## config.mk

```make
export PLATFORM = sky130hd
export DESIGN_NAME = aes_cipher_arbiter
export DESIGN_NICKNAME = d
export VERILOG_FILES = /design/src/rtl/aes_cipher_arbiter.sv
export SDC_FILE = /design/constraint.sdc
export NUM_CORES = 1
export LEC_CHECK = 0
export BUFFER_PORTS_ARGS = -buffer_cell sky130_fd_sc_hd__buf_2
export CAP_MARGIN = 30
export CORE_UTILIZATION = 45
export DETAILED_ROUTE_END_ITERATION = 6
export PLACE_DENSITY = 0.73
export SYNTH_ARGS = -nofsm -noshare
export SYNTH_HDL_FRONTEND = slang
export SYNTH_SLANG_ARGS = --single-unit
```

## constraint.sdc

```tcl
create_clock -name clk_i -period 4 [get_ports clk_i]
set_input_delay 0.8 -clock clk_i [delete_from_list [all_inputs] [get_ports clk_i]]
set_output_delay 0.8 -clock clk_i [all_outputs]
set_load 0.05 [all_outputs]
```

## src/rtl/aes_cipher_arbiter.sv

```systemverilog
// Round-robin arbiter sharing one AES cipher core between NUM_REQ requesters.
// One operation in flight; the winner's op/key_len/dec_key_gen are latched for its whole duration.
module aes_cipher_arbiter #(
   parameter int NUM_REQ        = 2,
   parameter int TIMEOUT_CYCLES = 1024,
   localparam int IDX_W         = (NUM_REQ > 1) ? $clog2(NUM_REQ) : 1
) (
   input  logic                   clk_i,
   input  logic                   rst_i,
   input  logic [NUM_REQ-1:0]     req_valid_i,
   output logic [NUM_REQ-1:0]     req_ready_o,
   input  logic [NUM_REQ-1:0]     req_op_i,
   input  logic [3*NUM_REQ-1:0]   req_key_len_i,
   input  logic [NUM_REQ-1:0]     req_dec_key_gen_i,
   output logic [NUM_REQ-1:0]     rsp_valid_o,
   input  logic [NUM_REQ-1:0]     rsp_ready_i,
   output logic                   ciph_in_valid_o,
   input  logic                   ciph_in_ready_i,
   output logic                   ciph_start_o,
   output logic                   ciph_op_o,
   output logic [2:0]             ciph_key_len_o,
   output logic                   ciph_dec_key_gen_o,
   input  logic                   ciph_out_valid_i,
   output logic                   ciph_out_ready_o,
   output logic [NUM_REQ-1:0]     grant_o,
   output logic                   busy_o,
   output logic                   err_timeout_o
);

   typedef enum logic [1:0] {
      ST_IDLE  = 2'd0,
      ST_ISSUE = 2'd1,
      ST_WAIT  = 2'd2
   } state_e;

   localparam logic [15:0] TO_MAX  = 16'(TIMEOUT_CYCLES);
   localparam logic [15:0] TO_LAST = 16'(TIMEOUT_CYCLES - 1);

   state_e               state_q, state_d;
   logic [IDX_W-1:0]     rr_ptr_q, rr_ptr_d;
   logic [IDX_W-1:0]     gidx_q, gidx_d;
   logic [NUM_REQ-1:0]   grant_q, grant_d;
   logic                 op_q, op_d;
   logic [2:0]           key_len_q, key_len_d;
   logic                 dkg_q, dkg_d;
   logic [15:0]          timer_q, timer_d;
   logic                 err_q, err_d;

   logic [2:0]           key_len_arr [NUM_REQ];
   logic                 pick_vld;
   logic [IDX_W-1:0]     pick_idx;
   int                   cand;
   int                   nxt_ptr;
   logic                 out_hs;

   for (genvar g = 0; g < NUM_REQ; g++) begin : g_kl
      assign key_len_arr[g] = req_key_len_i[3*g +: 3];
   end

   // First valid requester scanning upward from rr_ptr, wrapping at NUM_REQ.
   always_comb begin
      pick_vld = 1'b0;
      pick_idx = '0;
      cand     = 0;
      for (int i = 0; i < NUM_REQ; i++) begin
         cand = int'(rr_ptr_q) + i;
         if (cand >= NUM_REQ) cand = cand - NUM_REQ;
         if (!pick_vld && req_valid_i[IDX_W'(cand)]) begin
            pick_vld = 1'b1;
            pick_idx = IDX_W'(cand);
         end
      end
   end

   always_comb begin
      state_d          = state_q;
      rr_ptr_d         = rr_ptr_q;
      gidx_d           = gidx_q;
      grant_d          = grant_q;
      op_d             = op_q;
      key_len_d        = key_len_q;
      dkg_d            = dkg_q;
      timer_d          = timer_q;
      err_d            = err_q;
      nxt_ptr          = 0;
      out_hs           = 1'b0;
      req_ready_o      = '0;
      rsp_valid_o      = '0;
      ciph_in_valid_o  = 1'b0;
      ciph_start_o     = 1'b0;
      ciph_out_ready_o = 1'b0;
      case (state_q)
         ST_IDLE: begin
            if (pick_vld) begin
               state_d   = ST_ISSUE;
               gidx_d    = pick_idx;
               grant_d   = NUM_REQ'(1) << pick_idx;
               op_d      = req_op_i[pick_idx];
               key_len_d = key_len_arr[pick_idx];
               dkg_d     = req_dec_key_gen_i[pick_idx];
            end
         end
         ST_ISSUE: begin
            ciph_in_valid_o = 1'b1;
            ciph_start_o    = 1'b1;
            if (ciph_in_ready_i) begin
               req_ready_o = grant_q;
               state_d     = ST_WAIT;
               timer_d     = '0;
            end
         end
         ST_WAIT: begin
            ciph_out_ready_o = |(rsp_ready_i & grant_q);
            if (ciph_out_valid_i) rsp_valid_o = grant_q;
            out_hs = ciph_out_valid_i && (|(rsp_ready_i & grant_q));
            if (out_hs) begin
               state_d = ST_IDLE;
               grant_d = '0;
               nxt_ptr = int'(gidx_q) + 1;
               if (nxt_ptr >= NUM_REQ) nxt_ptr = 0;
               rr_ptr_d = IDX_W'(nxt_ptr);
            end else begin
               // Watchdog only flags; the operation keeps waiting for the core.
               if (timer_q == TO_LAST) err_d = 1'b1;
               if (timer_q != TO_MAX) timer_d = timer_q + 16'd1;
            end
         end
         default: begin
            state_d   = ST_IDLE;
            rr_ptr_d  = '0;
            gidx_d    = '0;
            grant_d   = '0;
            op_d      = 1'b0;
            key_len_d = '0;
            dkg_d     = 1'b0;
            timer_d   = '0;
            err_d     = 1'b0;
         end
      endcase
   end

   always_ff @(posedge clk_i) begin
      if (rst_i) begin
         state_q   <= ST_IDLE;
         rr_ptr_q  <= '0;
         gidx_q    <= '0;
         grant_q   <= '0;
         op_q      <= 1'b0;
         key_len_q <= '0;
         dkg_q     <= 1'b0;
         timer_q   <= '0;
         err_q     <= 1'b0;
      end else begin
         state_q   <= state_d;
         rr_ptr_q  <= rr_ptr_d;
         gidx_q    <= gidx_d;
         grant_q   <= grant_d;
         op_q      <= op_d;
         key_len_q <= key_len_d;
         dkg_q     <= dkg_d;
         timer_q   <= timer_d;
         err_q     <= err_d;
      end
   end

   assign ciph_op_o          = op_q;
   assign ciph_key_len_o     = key_len_q;
   assign ciph_dec_key_gen_o = dkg_q;
   assign grant_o            = grant_q;
   assign busy_o             = (state_q != ST_IDLE);
   assign err_timeout_o      = err_q;

endmodule

```

Word-level counts from Yosys, hierarchy flattened

Index checks and enable logic that the tools add are counted.

Output and inout bits: 16
Register bits after elaboration: 28
Input bits: 18

Mux-type cells: 47
Equality and inequality tests: 10
Add/sub/neg operators: 5
$lt $le $gt $ge: 7
Bitwise logic cells: 6
Reductions and logical operators: 14
Shift-type cells: 1

Operators by type and width:

| cell                    | count |
|---|---|
| $mux W16                | 3 |
| $pmux W16 S3            | 1 |
| $mux W1                 | 23 |
| $add A16 B1 Y16 const B | 1 |
| $eq A16 B10 Y1 const B  | 1 |
| $mux W2                 | 8 |
| $ne A16 B11 Y1 const B  | 1 |
| $mux W3                 | 4 |
| $ne A2 B2 Y1 const B    | 6 |
| $pmux W2 S3             | 2 |
| $pmux W1 S2             | 5 |
| $reduce_and A3 Y1       | 3 |
| $ge A2 B2 Y1 const B    | 3 |
| $lt A1 B3 Y1 const B    | 2 |
| $pmux W3 S2             | 1 |
| $reduce_or A2 Y1        | 3 |
| $add A1 B1 Y2 const B   | 2 |
| $not A1 Y1              | 4 |
| $reduce_and A2 Y1       | 2 |
| $reduce_and A4 Y1       | 1 |
| $and A2 B2 Y2           | 1 |
| $eq A2 B1 Y1 const B    | 1 |
| $eq A2 B2 Y1 const B    | 1 |
| $ge A1 B2 Y1 const B    | 1 |
| other kinds (8)         | 10 |

Longest topological paths before layout

Depth after elaboration: 15
Gate-level depth with buffers: 8

Worst setup path after synthesis

No wires, ideal clock.

Kind: register to output
Start: register state_q[1]
End: output req_ready_o[0]
Setup slack: 1.642 ns
Arrival time: 1.558 ns
Required time: 3.200 ns
Stages on the path, launching flop included: 4
Path through: dfxtp_1 -> inv_1 -> ha_1 -> and3_1

Cells in the longest elaborated chain, start to end: 2

Ends and longest elaborated chain:

| item                   | line | RTL |
|---|---|---|
| from (decl)            | 39   | `state_e state_q, state_d;` |
| from (signal assigned) | 154  | `state_q <= state_d;` |
| $eq A2 B1 Y1           | 92   | `case (state_q)` |
| $mux W2                | 92   |  |
| to (decl)              | 11   | `output logic [NUM_REQ-1:0] req_ready_o,` |

No other way between the ends.

Worst setup path after layout

Start: register state_q[0]
End: register timer_q[12]

Cells in the longest elaborated chain, start to end: 3
Elaborated cells between the ends (all ways): 9
Those cells by class: eq/ne: 5; mux: 1; bitwise: 1; reduce/logical: 2

Ends and longest elaborated chain:

| item                                                               | line | RTL |
|---|---|---|
| $eq A2 B2 Y1 (tied with other cells)                               | 92   |  |
| $ne A2 B2 Y1 (no source line) / $not A1 Y1 (equally long branches) | n/a  |  |
| $reduce_and A4 Y1 (no source line)                                 | n/a  |  |
| to (signal assigned)                                               | 161  | `timer_q <= timer_d;` |
| to (decl)                                                          | 46   | `logic [15:0] timer_q, timer_d;` |

Parallel ways exist; a longest one is shown, timed or not.
A chain may end at the register's enable or synchronous reset.

==> metrics <==
top post-synthesis cells by area=dfxtp_1 (34%), ha_1 (4.5%), nand3_1 (4.2%); count leader, synth=dfxtp_1; Setup crit start kind=flop; Post-DP HPWL=~2.9 mm; CTS tree=built; sequential share of power=0.352; syn nets=roughly 230; Placed Cells=between 200 and 300; min cycle time layout=around 2.8 ns; max_slew headroom=0.3773; WP data required=roughly 4.2 ns; worst r2r src=state_q[0]$_SDFFE_PP0P_; post-synthesis simple-gate area fraction=0.2722; hold path start=timer_q[15]$_SDFFE_PP0P_; GRT Overall Usage=0.2180; Synth top area share=0.3368; DR vias=approximately 1700; outcome=complete, no violations; Final TNS setup=0 ns; Clock power frac=0.201; CTS Sinks=28; ys flop type=dfxtp_1; Hold Crit Class=flop to flop; Layout area overhead=13.99%; Detail Route Antenna Nets=0; Starting DRT DRC Count=around 160; # port buffers=32; postcts setup bufs=0; fmax=roughly 360 MHz; Arrival @ worst endpoint=between 2 and 3 ns; EDFF count, synth=0; #FFs+latches synth=28; initial antenna violation count=0; multiplexer area fraction after synthesis=0.02556; register area share after synthesis=0.3368; Final Hold Viols=0; PwrDens=477.7 mW/mm^2; die height=62.81 um; R2R setup slack=approximately 1.2 ns; Slowest-stage cell, CP=ha_1; Clk Latency, worst-skew pair=about 0.28 ns; Tcrit/Tclk final=0.6915; R2R cell count=6; post-CTS sizing=0; mean number of vias per cell=between 6 and 7; Synth Area in Compound Gates=0.2602; Synth top cells by count=dfxtp_1 (28), nand2_1 (15), nand3_1 (14); Mapped Cells=roughly 200; Post-synth ARST share=0; syn_area_per_cell=8.279 um^2; vias in the first global route=between 1500 and 2000; largest net degree at the start of global routing=26; Die X=62.81 um; Max IR drop VDD=roughly 270 uV; Slew @ Worst Pin=~0.92 ns; WS Path Type=flop to flop; area of the die=0.003945 mm^2; fill cell count=around 340; crit-path cells=inv_1, ha_1, nor4bb_1, nand4_1, nand3_1, mux2_2; Leak Pwr=0.7259 nW; core area=0.003442 mm^2; area leader, netlist=dfxtp_1; CP endpoint kind=flop; largest family of logic cells by synthesized area=simple AND/OR/NAND/NOR gates; layout cells sized above 1=0.1938; CTS max path bufs=2; Pre-antenna DRT Iters=5; grt ovf=0; Clock Pin Slew Worst Setup and Hold Paths=0.10 ns; post-route insts no fill=273; combinational power share=0.446; root buf cell=clkbuf_8; GP Congestion=~0.85; Psw=around 0.40 mW; DR WL/cell=roughly 15 um; ANT cells=0; MaxCap Viol Count=0; Synth Warn #=0; Internal=about 0.51 mW; switch share=0.4365; Initial Util=0.4835; Slew Limit Fails=0; final setup vio count=0; first-pass GRT wire length=approximately 7.0 mm; Worst R2R End=timer_q[12]$_SDFFE_PP0P_; RSZ-0062 raised after global routing=no; Cell Area, Synth=around 0.0017 mm^2; Hold WS=between 0.5 and 0.6 ns; Critical Path Fanout Max=19; post-synthesis adder-cell area fraction=0.04511; drc violations=0; slowest cell delay on critical path=about 0.60 ns; H-tree levels=1; Synth cell types=46; I/O pins=34; FP Rows=21; xor and xnor area share after synthesis=0; worst hold stages=2; WL final=approximately 4.1 mm; # nets final=~250; final setup skew=0.004408 ns; Inserted Clock Buffers=3; Hold EP=timer_q[15]$_SDFFE_PP0P_; hold buffers post-CTS=0
-- sequential cells by signal (all words and copies together), names as in the netlist --
signal,count
ciph_key_len_o,3
rr_ptr_q,1
timer_q,16
grant_o,2
ciph_dec_key_gen_o,1
ciph_op_o,1
err_timeout_o,1
state_q,2
gidx_q,1
-- cell usage in the layout, fill, tap and decap left out, drive strengths merged, types with 5 or more instances in the layout --
cell type	synthesis	routed
inv	13	13
o31ai	5	5
nor3	7	7
o21ai	6	6
buf	4	33
ha	6	6
dfxtp	28	28
a32o	6	6
nand4	9	9
a21oi	12	12
nor2	8	8
nor4	9	9
a22oi	5	5
nand2	15	15
and3	5	5
nand3	14	14
-- per-stage QoR --
| step | utilization | setup slack [ns] | cell area (um^2) | power, mW |
|---|---|---|---|---|
| detailed placement | 0.5351 | 1.303 | 1842 | 0.7294 |
| global placement | 0.5351 | 1.274 | 1842 | 0.7252 |
| floorplan | - | 1.642 | 1664 | 0.6370 |
| CTS | 0.5511 | 1.268 | 1897 | 0.9085 |
| finish | 0.5511 | 1.234 | 1897 | 0.9061 |
| global route | 0.5511 | 1.080 | 1897 | 0.9623 |
-- layout make-up --
class | count | area, um^2 | share of cell area
Clock buffer | 4 | 55.05 | 0.02902
Sequential cell | 28 | 560.5 | 0.2955
Multi-Input combinational cell | 148 | 1003 | 0.5290
Timing Repair Buffer | 33 | 167.7 | 0.08839
Tap cell | 46 | 57.56 | 0.03034
Inverter | 14 | 52.55 | 0.02770
-- worst max-delay path by stage --
stage | from | to | slack, ns
2_1_floorplan | state_q[1]$_SDFFE_PP0P_ | req_ready_o[0] | 1.64
3_3_place_gp | state_q[0]$_SDFFE_PP0P_ | timer_q[12]$_SDFFE_PP0P_ | 1.27
3_5_place_dp | state_q[0]$_SDFFE_PP0P_ | timer_q[12]$_SDFFE_PP0P_ | 1.30
4_1_cts | state_q[0]$_SDFFE_PP0P_ | timer_q[12]$_SDFFE_PP0P_ | 1.27
5_1_grt | state_q[0]$_SDFFE_PP0P_ | timer_q[12]$_SDFFE_PP0P_ | 1.08
6_report | state_q[0]$_SDFFE_PP0P_ | timer_q[12]$_SDFFE_PP0P_ | 1.23
-- power groups by stage --
stage	registers, mW	clock network [mW]	logic [mW]
after floorplan	0.368	0	0.269
after global placement	0.326	0	0.399
after detailed placement	0.326	0	0.403
after CTS	0.320	0.184	0.405
after global routing	0.323	0.193	0.446
final	0.319	0.183	0.404
-- kinds of logic (layout without fill, tap and decap cells) --
group / Yosys count / count (layout)
AOI/OAI and AO/OA: 56 / 56
adders and majority gates: 6 / 6
buffers and inverters: 25 / 51
DFF: 28 / 28
muxes: 4 / 4
and+or+nand+nor: 82 / 82
-- critical path: cells and delay by family (launching register included) --
kind / cells / cell delay (ns)
mux: 1 / 0.35
buf+inv: 1 / 0.10
simple gates: 3 / 1.27
flops: 1 / 0.34
fa+ha+maj: 1 / 0.60
-- per-layer routing --
layer  part of all wire  track usage  wire length, um
met4              0.010      0.06105               41
met3              0.069      0.03285              279
met2               0.45       0.3356             1821
met1               0.47       0.3119             1929
met5                  0            0                0
(Power assumes the default switching activity.)
